<file path="config.mk">
export PLATFORM = sky130hd
export DESIGN_NAME = present_decryptor_top
export DESIGN_NICKNAME = d
export VERILOG_FILES = /design/src/rtl/present_pkg.sv /design/src/rtl/inv_sub_per.sv /design/src/rtl/present_decryptor_top.sv
export SDC_FILE = /design/constraint.sdc
export NUM_CORES = 1
export LEC_CHECK = 0
export CAP_MARGIN = 20
export CORE_MARGIN = 10
export CORE_UTILIZATION = 50
export DETAILED_ROUTE_END_ITERATION = 8
export GPL_ROUTABILITY_DRIVEN = 0
export PLACE_DENSITY = 0.81
export SLEW_MARGIN = 20
export SYNTH_ARGS = -nofsm -noshare
export SYNTH_HDL_FRONTEND = slang
export SYNTH_SLANG_ARGS = --single-unit
</file>
<file path="constraint.sdc">
create_clock -name clk_i -period 3.7 [get_ports clk_i]
set_input_delay 0.925 -clock clk_i [delete_from_list [all_inputs] [get_ports clk_i]]
set_output_delay 0.925 -clock clk_i [all_outputs]
set_load 0.005 [all_outputs]
</file>
<file path="src/rtl/present_pkg.sv">
// PRESENT-80 constants, FSM encoding and key-schedule / permutation helpers
// shared by the decryption core.
package present_pkg;

  localparam int NUM_ROUNDS = 31;

  // Entry n sits in nibble n (index 0 is the least significant nibble).
  localparam logic [15:0][3:0] SBOX     = 64'h21748FE3DA09B65C;
  localparam logic [15:0][3:0] INV_SBOX = 64'hA970364BD21C8FE5;

  typedef enum logic [1:0] {
    IDLE    = 2'd0,
    KEY_EXP = 2'd1,
    DECRYPT = 2'd2,
    OUT     = 2'd3
  } fsm_t;

  function automatic logic [79:0] key_update_fwd(input logic [79:0] key, input logic [4:0] rc);
    logic [79:0] k;
    k = {key[18:0], key[79:19]};
    k[79:76] = SBOX[k[79:76]];
    k[19:15] = k[19:15] ^ rc;
    return k;
  endfunction

  // Undoes key_update_fwd step by step in reverse order.
  function automatic logic [79:0] key_update_inv(input logic [79:0] key, input logic [4:0] rc);
    logic [79:0] k;
    k = key;
    k[19:15] = k[19:15] ^ rc;
    k[79:76] = INV_SBOX[k[79:76]];
    return {k[60:0], k[79:61]};
  endfunction

  // Forward pLayer moves bit i to (16*i) mod 63, so bit i is fetched back from there.
  function automatic logic [63:0] inv_perm(input logic [63:0] x);
    logic [63:0] y;
    y = '0;
    for (int i = 0; i < 63; i++) begin
      y[i] = x[(i * 16) % 63];
    end
    y[63] = x[63];
    return y;
  endfunction

endpackage

</file>
<file path="src/rtl/inv_sub_per.sv">
// Combinational inverse round datapath: inverse bit permutation, then
// sixteen parallel inverse S-boxes.
module inv_sub_per
  import present_pkg::*;
(
  input  logic [63:0] din,
  output logic [63:0] dout
);

  logic [63:0] perm;

  always_comb begin
    perm = inv_perm(din);
    dout = '0;
    for (int i = 0; i < 16; i++) begin
      dout[4*i +: 4] = INV_SBOX[perm[4*i +: 4]];
    end
  end

endmodule

</file>
<file path="src/rtl/present_decryptor_top.sv">
// Iterative PRESENT-80 decryptor: caches K32 after a 31-cycle key expansion,
// then undoes one round per cycle; key, ciphertext and plaintext use valid/ready.
module present_decryptor_top
  import present_pkg::*;
(
  input  logic        clk_i,
  input  logic        rst_ni,
  input  logic [79:0] key_i,
  input  logic        key_valid_i,
  output logic        key_ready_o,
  input  logic [63:0] data_i,
  input  logic        data_valid_i,
  output logic        data_ready_o,
  output logic [63:0] data_o,
  output logic        data_valid_o,
  input  logic        data_ready_i
);

  localparam logic [4:0] LAST_ROUND = 5'(NUM_ROUNDS);

  fsm_t        fsm;
  logic [63:0] state;
  logic [79:0] wkey;
  logic [79:0] k32;
  logic [4:0]  round;
  logic        key_ok;

  logic [63:0] t;
  logic [63:0] inv_out;

  assign t = state ^ wkey[79:16];

  inv_sub_per u_inv_sub_per (
    .din  (t),
    .dout (inv_out)
  );

  // A key offered together with data wins, so data is refused in that cycle.
  assign key_ready_o  = (fsm == IDLE);
  assign data_ready_o = (fsm == IDLE) && key_ok && !key_valid_i;
  assign data_valid_o = (fsm == OUT);
  assign data_o       = (fsm == OUT) ? t : 64'd0;

  always_ff @(posedge clk_i or negedge rst_ni) begin
    if (!rst_ni) begin
      fsm    <= IDLE;
      state  <= '0;
      wkey   <= '0;
      k32    <= '0;
      round  <= '0;
      key_ok <= 1'b0;
    end else begin
      case (fsm)
        IDLE: begin
          if (key_valid_i) begin
            wkey   <= key_i;
            round  <= 5'd1;
            key_ok <= 1'b0;
            fsm    <= KEY_EXP;
          end else if (data_valid_i && key_ok) begin
            state <= data_i;
            wkey  <= k32;
            round <= LAST_ROUND;
            fsm   <= DECRYPT;
          end
        end
        KEY_EXP: begin
          wkey <= key_update_fwd(wkey, round);
          if (round == LAST_ROUND) begin
            k32    <= key_update_fwd(wkey, round);
            key_ok <= 1'b1;
            fsm    <= IDLE;
          end else begin
            round <= round + 5'd1;
          end
        end
        DECRYPT: begin
          state <= inv_out;
          wkey  <= key_update_inv(wkey, round);
          // Final whitening with K1 happens combinationally on the output.
          if (round == 5'd1) begin
            fsm <= OUT;
          end else begin
            round <= round - 5'd1;
          end
        end
        OUT: begin
          if (data_ready_i) begin
            fsm <= IDLE;
          end
        end
        default: fsm <= IDLE;
      endcase
    end
  end

endmodule

</file>
# --- Word-level counts from Yosys, hierarchy flattened ---
# Memory sizes are Yosys's and may differ from the RTL's.
# Cells that the tools add are included.
word_totals:
  register_bits: 232
  mem_bits_ro: 1152
  input_bits: 149
  out_inout_bits: 67
  elab_cells: 114
  n_memories: 18
op_classes:
  add_sub_neg: 2
  n_lt_le_gt_ge: 18
  eq_ne: 14
  n_mux: 39
  n_bitwise: 3
  n_reduce_logical: 14
mem_list:
  columns: ["name", "words", "width", "read_ports", "rd_ports_with_merged_regs", "write_ports", "line_no", "text"]
  rows:
  - ["(name not given)", 16, 4, 1, 0, 0, "inv_sub_per.sv:16", "dout[4*i +: 4] = INV_SBOX[perm[4*i +: 4]];"]
  - ["(name not given)", 16, 4, 1, 0, 0, "inv_sub_per.sv:16", null]
  - ["(name not given)", 16, 4, 1, 0, 0, "inv_sub_per.sv:16", null]
  - ["(name not given)", 16, 4, 1, 0, 0, "inv_sub_per.sv:16", null]
  - ["(name not given)", 16, 4, 1, 0, 0, "inv_sub_per.sv:16", null]
  - ["(name not given)", 16, 4, 1, 0, 0, "inv_sub_per.sv:16", null]
  - ["+12 memories", null, null, null, null, null, null, null]
ops:
  columns: ["op", "n"]
  rows:
  - ["80-bit case mux with 3 select lines", 1]
  - ["64-bit 2-to-1 mux", 3]
  - ["80-bit 2-to-1 mux", 2]
  - ["64-bit case mux with 2 select lines", 1]
  - ["4-bit by 5-bit < comparator with 1-bit output, second input constant", 18]
  - ["4-bit 2-to-1 mux", 18]
  - ["64-bit XOR", 1]
  - ["5-bit 2-to-1 mux", 4]
  - ["5-bit case mux with 3 select lines", 1]
  - ["2-bit != test, second input constant", 6]
  - ["2-bit 2-to-1 mux", 5]
  - ["5-bit XOR", 2]
  - ["2-bit case mux with 4 select lines", 1]
  - ["4-bit AND reduction", 2]
  - ["3-bit AND reduction", 2]
  - ["5-bit by 1-bit adder with 5-bit output, second input constant", 1]
  - ["5-bit by 1-bit == test with 1-bit output, second input constant", 1]
  - ["5-bit == test, second input constant", 1]
  - ["5-bit by 1-bit subtractor with 5-bit output, second input constant", 1]
  - ["2-bit == test, second input constant", 2]
  - ["2-bit by 1-bit != test with 1-bit output, second input constant", 2]
  - ["2-bit AND reduction", 2]
  - ["2-bit nonzero test", 2]
  - ["1-bit logical AND", 3]
  - ["other kinds (7)", 8]

# --- Longest topological paths before layout ---
# Gate-level depths: netlist of run 1.
depth:
  ltp_word: 4
  ltp_mapped: 10
  depth_no_buf: 7

# --- Hierarchy ---
# From an unflattened synthesis of run 1, not the netlist that was laid out.
unflattened:
  hier_cells: 1692
  area_unflattened_um2: 16403.2
by_module_without_submodules:
  columns: ["module", "instances", "cells_per_inst", "area_each_um2", "seq_area_each_um2"]
  rows:
  - ["present_decryptor_top", 1, 1279, 13195.2, 5805.6]
  - ["inv_sub_per", 1, 413, 3208.1, 0.0]

# --- Worst setup path before layout of run 1 ---
# Ideal clock, no wire load.
synth_timing:
  path_type: "in2out"
  startpoint: "input port key_valid_i"
  endpoint: "output port data_ready_o"
  arrival_time_ns: 1.388
  required_ns: 2.775
  path_slack_ns: 1.387
  stages: 3
  n_path_buf: 1
  cell_sequence: "clkbuf_1 -> nor2b_1 -> and2_1"
synth_between:
  elab_chain_cells: 2
synth_lines:
  columns: ["item", "line_no", "text"]
  rows:
  - ["from (decl)", "present_decryptor_top.sv:9", "input logic key_valid_i,"]
  - ["1-bit zero test", "present_decryptor_top.sv:40", "assign data_ready_o = (fsm == IDLE) && key_ok && !key_valid_i;"]
  - ["1-bit logical AND", "present_decryptor_top.sv:40", null]
  - ["to (decl)", "present_decryptor_top.sv:13", "output logic data_ready_o,"]
# Every way passes these cells.

# --- Worst setup path after layout of run 1 ---
layout_timing:
  startpoint: "register wkey[23]"
  endpoint: "output port data_o[7]"
layout_between:
  elab_chain_cells: 2
layout_lines:
  columns: ["item", "line_no", "text"]
  rows:
  - ["from (decl)", "present_decryptor_top.sv:23", "logic [79:0] wkey;"]
  - ["from (signal assigned)", "present_decryptor_top.sv:56", "wkey <= key_i;"]
  - ["from (signal assigned)", "present_decryptor_top.sv:62", "wkey <= k32;"]
  - ["from (signal assigned)", "present_decryptor_top.sv:68", "wkey <= key_update_fwd(wkey, round);"]
  - ["64-bit XOR", "present_decryptor_top.sv:31", "assign t = state ^ wkey[79:16];"]
  - ["64-bit 2-to-1 mux", "present_decryptor_top.sv:42", "assign data_o = (fsm == OUT) ? t : 64'd0;"]
  - ["to (decl)", "present_decryptor_top.sv:14", "output logic [63:0] data_o,"]
# Every way passes these cells.

==> flow_metrics.py, run 1 <==
metrics = {
    "setup_path": {
        "criticalPathCategory": "reg2out",
        "path_cells": "xor2_1, and2_1, clkdlybuf4s50_1",
        "cp_slowest_cell": "xor2_1",
        "critPathRequiredTime_ps": 2770,
        "reg2reg_from": "fsm[0]$_DFFE_PN0P_",
        "start_kind": "flip-flop",
        "max_stage_delay_ps": 590,
        "arrival_ps": 2500,
        "path_delay_family": "XOR/XNOR gates",
        "reg2reg_to": "state[5]$_DFFE_PN0P_",
        "cp_max_fo": 9,
        "r2r_setup_slack_ps": 970,
        "reg2reg_depth": 7,
        "crit_buf_inv": 1,
        "end_kind": "output pin",
    },
    "logic_synthesis": {
        "ys_ff_latch": 232,
        "yosys.area.top_type_share_pct": 37.5,
        "synth_cell_types": 54,
        "synth-async-reset-ratio_pct": 100,
        "yosysWarnings": 0,
        "synth_area_leaders": "dfrtp_1 37%, mux2_2 11%, o21ai_0 6.9%, nand2_1 6.7%, nor2_1 3.4%",
        "syn-num-nets": 1984,
        "synthFlopType": "dfrtp_1",
        "syn_area_um2": 15500,
        "synth_top_area_cell": "dfrtp_1",
        "netlist_instances": 1798,
        "syn_area_per_cell_um2": 8.62,
        "synth-edff-count": 0,
        "synth-seq-area-share_pct": 37.5,
    },
    "pwr": {
        "leakagePower_nw": 8.04,
        "p_seq_share_pct": 25.1,
        "p_comb_share_pct": 62.1,
        "ir_worst_vdd_v": 0.000621,
        "clock_power_share_pct": 12.8,
        "switching_power_w": 0.0106,
        "power_density_nw_per_um2": 1100,
        "power.internal_w": 0.0100,
        "p_sw_share_pct": 51.4,
    },
    "sta": {
        "slew_headroom_pct": 21.3,
        "fin_worst_skew_ps": 11.2,
        "fin_ws_ps": 277,
        "finalSetupTns_ps": 0,
        "setup_violations": 0,
        "min_period_ps": 3420,
        "fin_hold_ws_ps": 445,
        "rsz0062_at_grt": "false",
        "fin_crit_sh_pct": 92.5,
        "fmaxAchievable_ghz": 0.292,
        "worstMarginPinSlew_ps": 1180,
        "hold_viol_final": 0,
        "maxSlewViolCount": 0,
    },
    "route": {
        "wl_per_cell_um": 23.1,
        "wirelength_um": 54500,
        "vias_per_cell": 6.34,
        "ant_nets": 0,
        "first_pass_iters": 6,
        "drc_errors": 0,
        "dr_total_vias": 14900,
        "drtIter0Drc": 2050,
    },
    "global_routing": {
        "track_usage_pct": 27.2,
        "grt_max_degree": 110,
        "grt_antenna_before_repair": 0,
        "grt_overflow": 0,
        "grt_pass1_wl_um": 84100,
        "grt_pass1_vias": 14600,
    },
    "place": {
        "dp_hpwl_um": 39200,
        "portBuffers": 215,
        "place_ws_ps": 635,
        "dp_cells": 2309,
    },
    "floorplan": {
        "core_um2": 30600,
        "io_pins": 216,
        "rows": 64,
        "die_y_um": 196,
        "dieArea_um2": 38400,
        "start_util_pct": 50.7,
        "die-width_um": 196,
    },
    "run_status": {
        "status": "finished, final reports clean",
    },
    "final_layout": {
        "area_growth_pct": 21.5,
        "fin_cells": 2357,
        "drive_above_1_share_pct": 14.7,
        "final_core_util_pct": 61.5,
        "diodes": 0,
        "finalNetCount": 2127,
        "layout.cells.most_common": "nand2_1",
        "most-common-layout-cells": "275 x nand2_1, 232 x dfrtp_1, 213 x o21ai_0, 213 x clkdlybuf4s50_1, 147 x mux2_2",
        "fillers": 2523,
    },
    "clock_network": {
        "post_cts_resized": 0,
        "h-tree-depth": 1,
        "cts_buffers": 26,
        "cts_tree": "done",
        "clk_latency_ps": 560,
        "postCtsSetupBuffers": 0,
        "clockRootBuffer": "clkbuf_16",
        "cts_buffer_depth": 3,
        "clock_sink_count": 232,
        "cts_hold_buf": 0,
        "cts.clk_slew.worst_paths_ps": 70,
    },
    "min_path": {
        "hold_class": "in2async",
    },
    "run": {
        "maxCapViolCount": 0,
    },
}
==> per-layer routing <==
| layer | part of all wire [%] | global-route usage (%) | vias up | wire length [µm] |
|---|---|---|---|---|
| met5 | 0 | 0 | - | 0 |
| met4 | 4.5 | 11.2 | 0 | 2440 |
| met3 | 13 | 6.02 | 159 | 6920 |
| met2 | 44 | 41.6 | 965 | 24100 |
| met1 | 39 | 36.6 | 7194 | 21000 |
| li1 | - | - | 6625 | - |
==> Yosys cell counts, types with 4 or more instances <==
cell type / instances
buf_1: 18
nand3_1: 52
nor2_1: 141
nand2_1: 277
dfrtp_1: 232
o32ai_1: 5
ha_1: 37
o21ai_0: 213
inv_2: 14
xnor2_2: 13
and3_1: 4
a31oi_1: 18
clkbuf_1: 70
nor3_1: 26
a221o_1: 6
o211ai_1: 12
nor2_2: 5
o21ai_1: 36
a211oi_1: 24
o221ai_1: 9
xor2_2: 13
a21oi_1: 94
mux4_2: 4
buf_4: 4
mux2i_1: 15
xnor2_1: 39
xor2_1: 44
buf_2: 46
a22oi_1: 67
or4_1: 5
o22ai_1: 16
mux2_2: 147
nor2b_1: 13
o31ai_1: 11
and2_1: 13
inv_1: 23
==> per-stage QoR <==
step	power, W	cell area [µm²]
5_1_grt	0.0221	18800
3_3_place_gp	0.0169	18000
6_report	0.0206	18800
4_1_cts	0.0203	18800
2_1_floorplan	0.0134	15500
3_5_place_dp	0.0175	18000
==> final cells by class <==
cell class / count / area, µm² / area share [%]
Sequential cell: 232 / 5810 / 30.8
Timing Repair Buffer: 255 / 2520 / 13.4
Clock inverter: 10 / 125 / 0.665
Multi-Input combinational cell: 1389 / 9010 / 47.9
Clock buffer: 38 / 736 / 3.91
Tap cell: 396 / 495 / 2.63
Inverter: 37 / 139 / 0.738
==> power by group through the flow <==
stage | combinational [W] | clock [W] | sequential [W]
after global routing | 0.0141 | 0.00274 | 0.00524
after global placement | 0.0119 | 0 | 0.00505
after floorplan | 0.00919 | 0 | 0.00424
after detailed placement | 0.0124 | 0 | 0.00511
after CTS | 0.0125 | 0.00263 | 0.00507
final | 0.0128 | 0.00264 | 0.00517
==> logic make-up after synthesis <==
kind of cell             after synthesis  synth area share [%]
AND/OR/NAND/NOR                      542                  14.6
AO/OA/AOI/OAI                        535                  20.5
flip-flops                           232                  37.5
buffers and inverters                177                  4.77
multiplexers                         166                  12.2
XOR/XNOR                             109                  7.42
adder cells (fa/ha/maj)               37                  2.99
==> registers in the layout, indices dropped and copies added, names as in the netlist <==
register,flops
wkey,80
fsm,2
k32,80
key_ok,1
state,64
round,5
==> worst max path at each step <==
stage                                     from              endpoint  slack [ps]  depth (start not counted)
after floorplan                    key_valid_i          data_ready_o        1390                          3
after global placement             key_valid_i          data_ready_o         650                          4
after detailed placement          data_valid_i  state[5]$_DFFE_PN0P_         630                          7
after CTS                   fsm[0]$_DFFE_PN0P_          data_ready_o         310                          5
after global routing      wkey[39]$_DFFE_PN0P_            data_o[23]         140                          4
final                     wkey[23]$_DFFE_PN0P_             data_o[7]         280                          3
Note: power is estimated with default switching activity, not from simulation.
==> inputs of run 2 (changes only) <==
--- a/config.mk
+++ b/config.mk
@@ -6,7 +6,7 @@
 export NUM_CORES = 1
 export LEC_CHECK = 0
 export CAP_MARGIN = 20
-export CORE_MARGIN = 10
+export CORE_MARGIN = 3
 export CORE_UTILIZATION = 50
 export DETAILED_ROUTE_END_ITERATION = 8
 export GPL_ROUTABILITY_DRIVEN = 0
==> constraint.sdc (replaced) <==
create_clock -name clk_i -period 3.7 [get_ports clk_i]
set_input_delay 0.925 -clock clk_i [delete_from_list [all_inputs] [get_ports clk_i]]
set_output_delay 0.925 -clock clk_i [all_outputs]
set_load 0.1 [all_outputs]
==> flow_metrics.py, run 2 (synthesis results as in run 1) <==
metrics = {
    "run_status": {
        "status": "finished, final reports clean",
    },
    "setup_path": {
        "r2r_setup_slack_ps": 1070,
        "cp_max_fo": 10,
        "reg2reg_to": "round[3]$_DFFE_PN0P_",
        "setup.worst_path.start": "wkey[18]$_DFFE_PN0P_",
        "criticalPathCategory": "reg2out",
        "critPathRequiredTime_ps": 2770,
        "start_kind": "flip-flop",
        "crit_path_end": "data_o[2]",
        "end_kind": "output pin",
        "reg2reg_from": "fsm[0]$_DFFE_PN0P_",
        "arrival_ps": 2360,
        "reg2reg_depth": 8,
    },
    "sta": {
        "rsz0062_at_grt": "false",
        "min_period_ps": 3290,
        "worstMarginPinSlew_ps": 918,
        "hold_viol_final": 0,
        "fin_worst_skew_ps": 13.4,
        "maxSlewViolCount": 0,
        "slew_headroom_pct": 38.3,
        "fin_crit_sh_pct": 88.8,
        "setup_violations": 0,
        "fmaxAchievable_ghz": 0.304,
    },
    "global_routing": {
        "grt_max_degree": 90,
        "grt_antenna_before_repair": 0,
        "grt_pass1_vias": 14200,
        "grt_pass1_wl_um": 81200,
        "grt_overflow": 0,
        "track_usage_pct": 30.7,
    },
    "floorplan": {
        "dieArea_um2": 33100,
        "core_um2": 30100,
        "io_pins": 216,
        "die-width_um": 182,
        "rows": 63,
        "start_util_pct": 51.5,
        "die_y_um": 182,
    },
    "clock_network": {
        "cts_buffer_depth": 3,
        "clockRootBuffer": "clkbuf_16",
        "post_cts_resized": 0,
        "cts_tree": "done",
        "clock_sink_count": 232,
        "postCtsSetupBuffers": 0,
        "cts.clk_slew.worst_paths_ps": 60,
        "clk_latency_ps": 550,
        "cts_buffers": 26,
        "h-tree-depth": 1,
        "cts_hold_buf": 0,
    },
    "final_layout": {
        "final_area_um2": 19400,
        "fillers": 2375,
        "layout.cells.most_common": "nand2_1",
        "most-common-layout-cells": "275 x nand2_1, 232 x dfrtp_1, 213 x o21ai_0",
        "finalNetCount": 2122,
        "top_regs": "k32 (80), wkey (80), state (64)",
        "drive_above_1_share_pct": 18.1,
        "diodes": 0,
        "area_growth_pct": 25.0,
    },
    "route": {
        "wl_met3_um": 6420,
        "vias_per_cell": 6.37,
        "first_pass_iters": 6,
        "drc_errors": 0,
        "drt-met1-wl_um": 20400,
        "ant_nets": 0,
        "dr_total_vias": 14900,
        "drtIter0Drc": 1906,
        "wirelength_um": 53000,
        "wl_met2_um": 23700,
        "top_layer": "met4",
        "wl_per_cell_um": 22.6,
    },
    "min_path": {
        "hold_class": "in2async",
    },
    "run": {
        "maxCapViolCount": 0,
    },
    "place": {
        "portBuffers": 215,
        "placed_area_um2": 18500,
        "dp_hpwl_um": 38000,
    },
}
==> run 2: through the flow <==
step           instances  hold WS (ps)  setup TNS (ps)  setup WS [ps]  util [%]
2_1_floorplan       1798           446           -8120           -163         -
3_3_place_gp        2298           460               0            921      61.3
3_5_place_dp        2298           471               0            886      61.3
4_1_cts             2345           409               0            439      64.3
5_1_grt             2345           430               0            298      64.3
6_report            2345           369               0            413      64.3
==> run 2: critical path, cell delays in order, from the launching register on <==
cell and delay [ps]:
dfrtp_1 660, xor2_1 530, and2_1 290, buf_4 320
==> run 2: metal layers <==
layer / vias up / global-route usage [%]
li1: 6626 / -
met1: 7174 / 41.1
met2: 965 / 48.7
met3: 173 / 7.41
met4: 0 / 11.4
met5: - / 0
==> run 2: how the worst min path moves through the flow <==
stage | endpoint | start | cells after the start
after detailed placement | k32[59]$_DFFE_PN0P_ | k32[59]$_DFFE_PN0P_ | 2
after global routing | state[20]$_DFFE_PN0P_ | rst_ni | 1
after CTS | state[20]$_DFFE_PN0P_ | rst_ni | 1
after floorplan | k32[57]$_DFFE_PN0P_ | k32[57]$_DFFE_PN0P_ | 2
final | state[1]$_DFFE_PN0P_ | rst_ni | 1
after global placement | k32[57]$_DFFE_PN0P_ | k32[57]$_DFFE_PN0P_ | 2
==> run 2: final cells by class <==
cell class / count / area (µm²) / area share, %
Clock buffer: 34 / 731 / 3.77
Clock inverter: 13 / 181 / 0.937
Inverter: 37 / 139 / 0.717
Multi-Input combinational cell: 1389 / 9010 / 46.5
Sequential cell: 232 / 5810 / 30.0
Tap cell: 390 / 488 / 2.52
Timing Repair Buffer: 250 / 3010 / 15.6
Power of run 2 is left out: the tool's default activity adds up to more than one toggle a clock period on the data nets, which glitch-free logic cannot reach.
==> inputs of run 3 (changes only) <==
--- a/config.mk
+++ b/config.mk
@@ -11,6 +11,7 @@
 export DETAILED_ROUTE_END_ITERATION = 8
 export GPL_ROUTABILITY_DRIVEN = 0
 export PLACE_DENSITY = 0.81
+export SKIP_CTS_REPAIR_TIMING = 1
 export SLEW_MARGIN = 20
 export SYNTH_ARGS = -nofsm -noshare
 export SYNTH_HDL_FRONTEND = slang
==> constraint.sdc (replaced) <==
create_clock -name clk_i -period 3.7 [get_ports clk_i]
set_input_delay 0.925 -clock clk_i [delete_from_list [all_inputs] [get_ports clk_i]]
set_output_delay 0.925 -clock clk_i [all_outputs]
set_load 0.005 [all_outputs]
==> flow_metrics.py, run 3 (synthesis results as in run 1) <==
metrics = {
    "route": {
        "first_pass_iters": 6,
        "ant_nets": 0,
        "wl_per_cell_um": 22.7,
        "vias_per_cell": 6.39,
        "drtIter0Drc": 1773,
        "wirelength_um": 53200,
        "dr_total_vias": 15000,
        "drc_errors": 0,
    },
    "floorplan": {
        "rows": 63,
        "core_um2": 30100,
        "start_util_pct": 51.5,
        "dieArea_um2": 33100,
        "die-width_um": 182,
        "die_y_um": 182,
        "io_pins": 216,
    },
    "final_layout": {
        "most-common-layout-cells": "275 x nand2_1, 232 x dfrtp_1, 213 x o21ai_0, 213 x clkdlybuf4s50_1, 147 x mux2_2",
        "drive_above_1_share_pct": 14.3,
        "top_regs": "k32 (80), wkey (80), state (64)",
        "diodes": 0,
        "fillers": 2438,
        "area_growth_pct": 21.0,
        "finalNetCount": 2125,
        "layout.cells.most_common": "nand2_1",
    },
    "sta": {
        "min_period_ps": 3400,
        "rsz0062_at_grt": "false",
        "fin_worst_skew_ps": 9.09,
        "fin_hold_ws_ps": 349,
        "slew_headroom_pct": 43.6,
        "fin_crit_sh_pct": 91.8,
        "setup_violations": 0,
        "hold_viol_final": 0,
        "finalSetupTns_ps": 0,
        "maxSlewViolCount": 0,
        "fmaxAchievable_ghz": 0.294,
        "worstMarginPinSlew_ps": 824,
    },
    "setup_path": {
        "path_delay_family": "buffers and inverters",
        "arrival_ps": 2470,
        "critPathRequiredTime_ps": 2770,
        "setup.worst_path.start": "wkey[39]$_DFFE_PN0P_",
        "max_stage_delay_ps": 560,
        "end_kind": "output pin",
        "path_cells": "xor2_1, inv_1, nor2_1, clkdlybuf4s50_1",
        "crit_buf_inv": 2,
        "cp_slowest_cell": "clkdlybuf4s50_1",
        "start_kind": "flip-flop",
        "criticalPathCategory": "reg2out",
        "cp_max_fo": 6,
        "reg2reg_from": "fsm[0]$_DFFE_PN0P_",
    },
    "pwr": {
        "power_density_nw_per_um2": 1090,
        "ir_worst_vdd_v": 0.000621,
        "leakagePower_nw": 8.01,
    },
    "min_path": {
        "hold_class": "in2async",
    },
    "clock_network": {
        "cts.clk_slew.worst_paths_ps": 60,
        "cts_tree": "done",
        "h-tree-depth": 1,
        "cts_buffer_depth": 3,
        "cts_buffers": 26,
        "clockRootBuffer": "clkbuf_16",
        "clk_latency_ps": 540,
        "clock_sink_count": 232,
    },
    "place": {
        "portBuffers": 215,
        "dp_hpwl_um": 38000,
    },
    "run": {
        "maxCapViolCount": 0,
    },
    "global_routing": {
        "grt_max_degree": 150,
        "grt_pass1_wl_um": 80700,
        "grt_antenna_before_repair": 0,
        "grt_pass1_vias": 14000,
        "track_usage_pct": 30.6,
        "grt_overflow": 0,
    },
    "run_status": {
        "status": "finished, final reports clean",
    },
}
run 3: through the flow:
stage               worst slack (ps)  util (%)  cell area [µm²]  cells  total power [W]
finish                           303      62.3            18800   2345           0.0205
global route                     227      62.3            18800   2345           0.0219
CTS                              364      62.2            18700   2344           0.0201
detailed placement               673      59.6            17900   2300           0.0176
global placement                 764      59.6            17900   2300           0.0170
floorplan                       1390         -            15500   1798           0.0134
run 3: area by class of cell:
cell class	instances	area, µm²	area share, %
Timing Repair Buffer	253	2530	13.5
Multi-Input combinational cell	1389	9010	48.0
Clock inverter	2	21.3	0.113
Sequential cell	232	5810	31.0
Clock buffer	42	761	4.06
Tap cell	390	488	2.60
Inverter	37	139	0.741
run 3: worst paths after layout:
kind,to,slack [ps],cells past startpoint
min reg2reg,k32[60]$_DFFE_PN0P_,480,2
min,state[41]$_DFFE_PN0P_,350,1
min in group clk_i,k32[60]$_DFFE_PN0P_,480,2
max in group asynchronous,k32[47]$_DFFE_PN0P_,2410,2
max,data_o[23],300,4
max reg2reg,state[5]$_DFFE_PN0P_,1110,7
run 3: layer usage:
metal  vias up  wire, µm  global-route usage [%]
met5         -         0                       0
met4         0      2620                    12.5
met3       191      6960                    7.32
met2      1006     23600                    47.2
met1      7157     20000                    41.6
li1       6620         -                       -
run 3: worst register-to-register path, stage by stage (launching register included):
cell and delay, ps:
dfrtp_1 400, inv_1 190, ha_4 190, buf_4 430
nand2_1 100, buf_4 270, a2111oi_0 720, nor3_1 130
run 3: power breakdown:
| group | internal [W] | total [W] | switching (W) |
|---|---|---|---|
| Clock | 0.00139 | 0.00244 | 0.00105 |
| Sequential | 0.00352 | 0.00516 | 0.00164 |
| Combinational | 0.00498 | 0.0129 | 0.00790 |
| Total | 0.00989 | 0.0205 | 0.0106 |
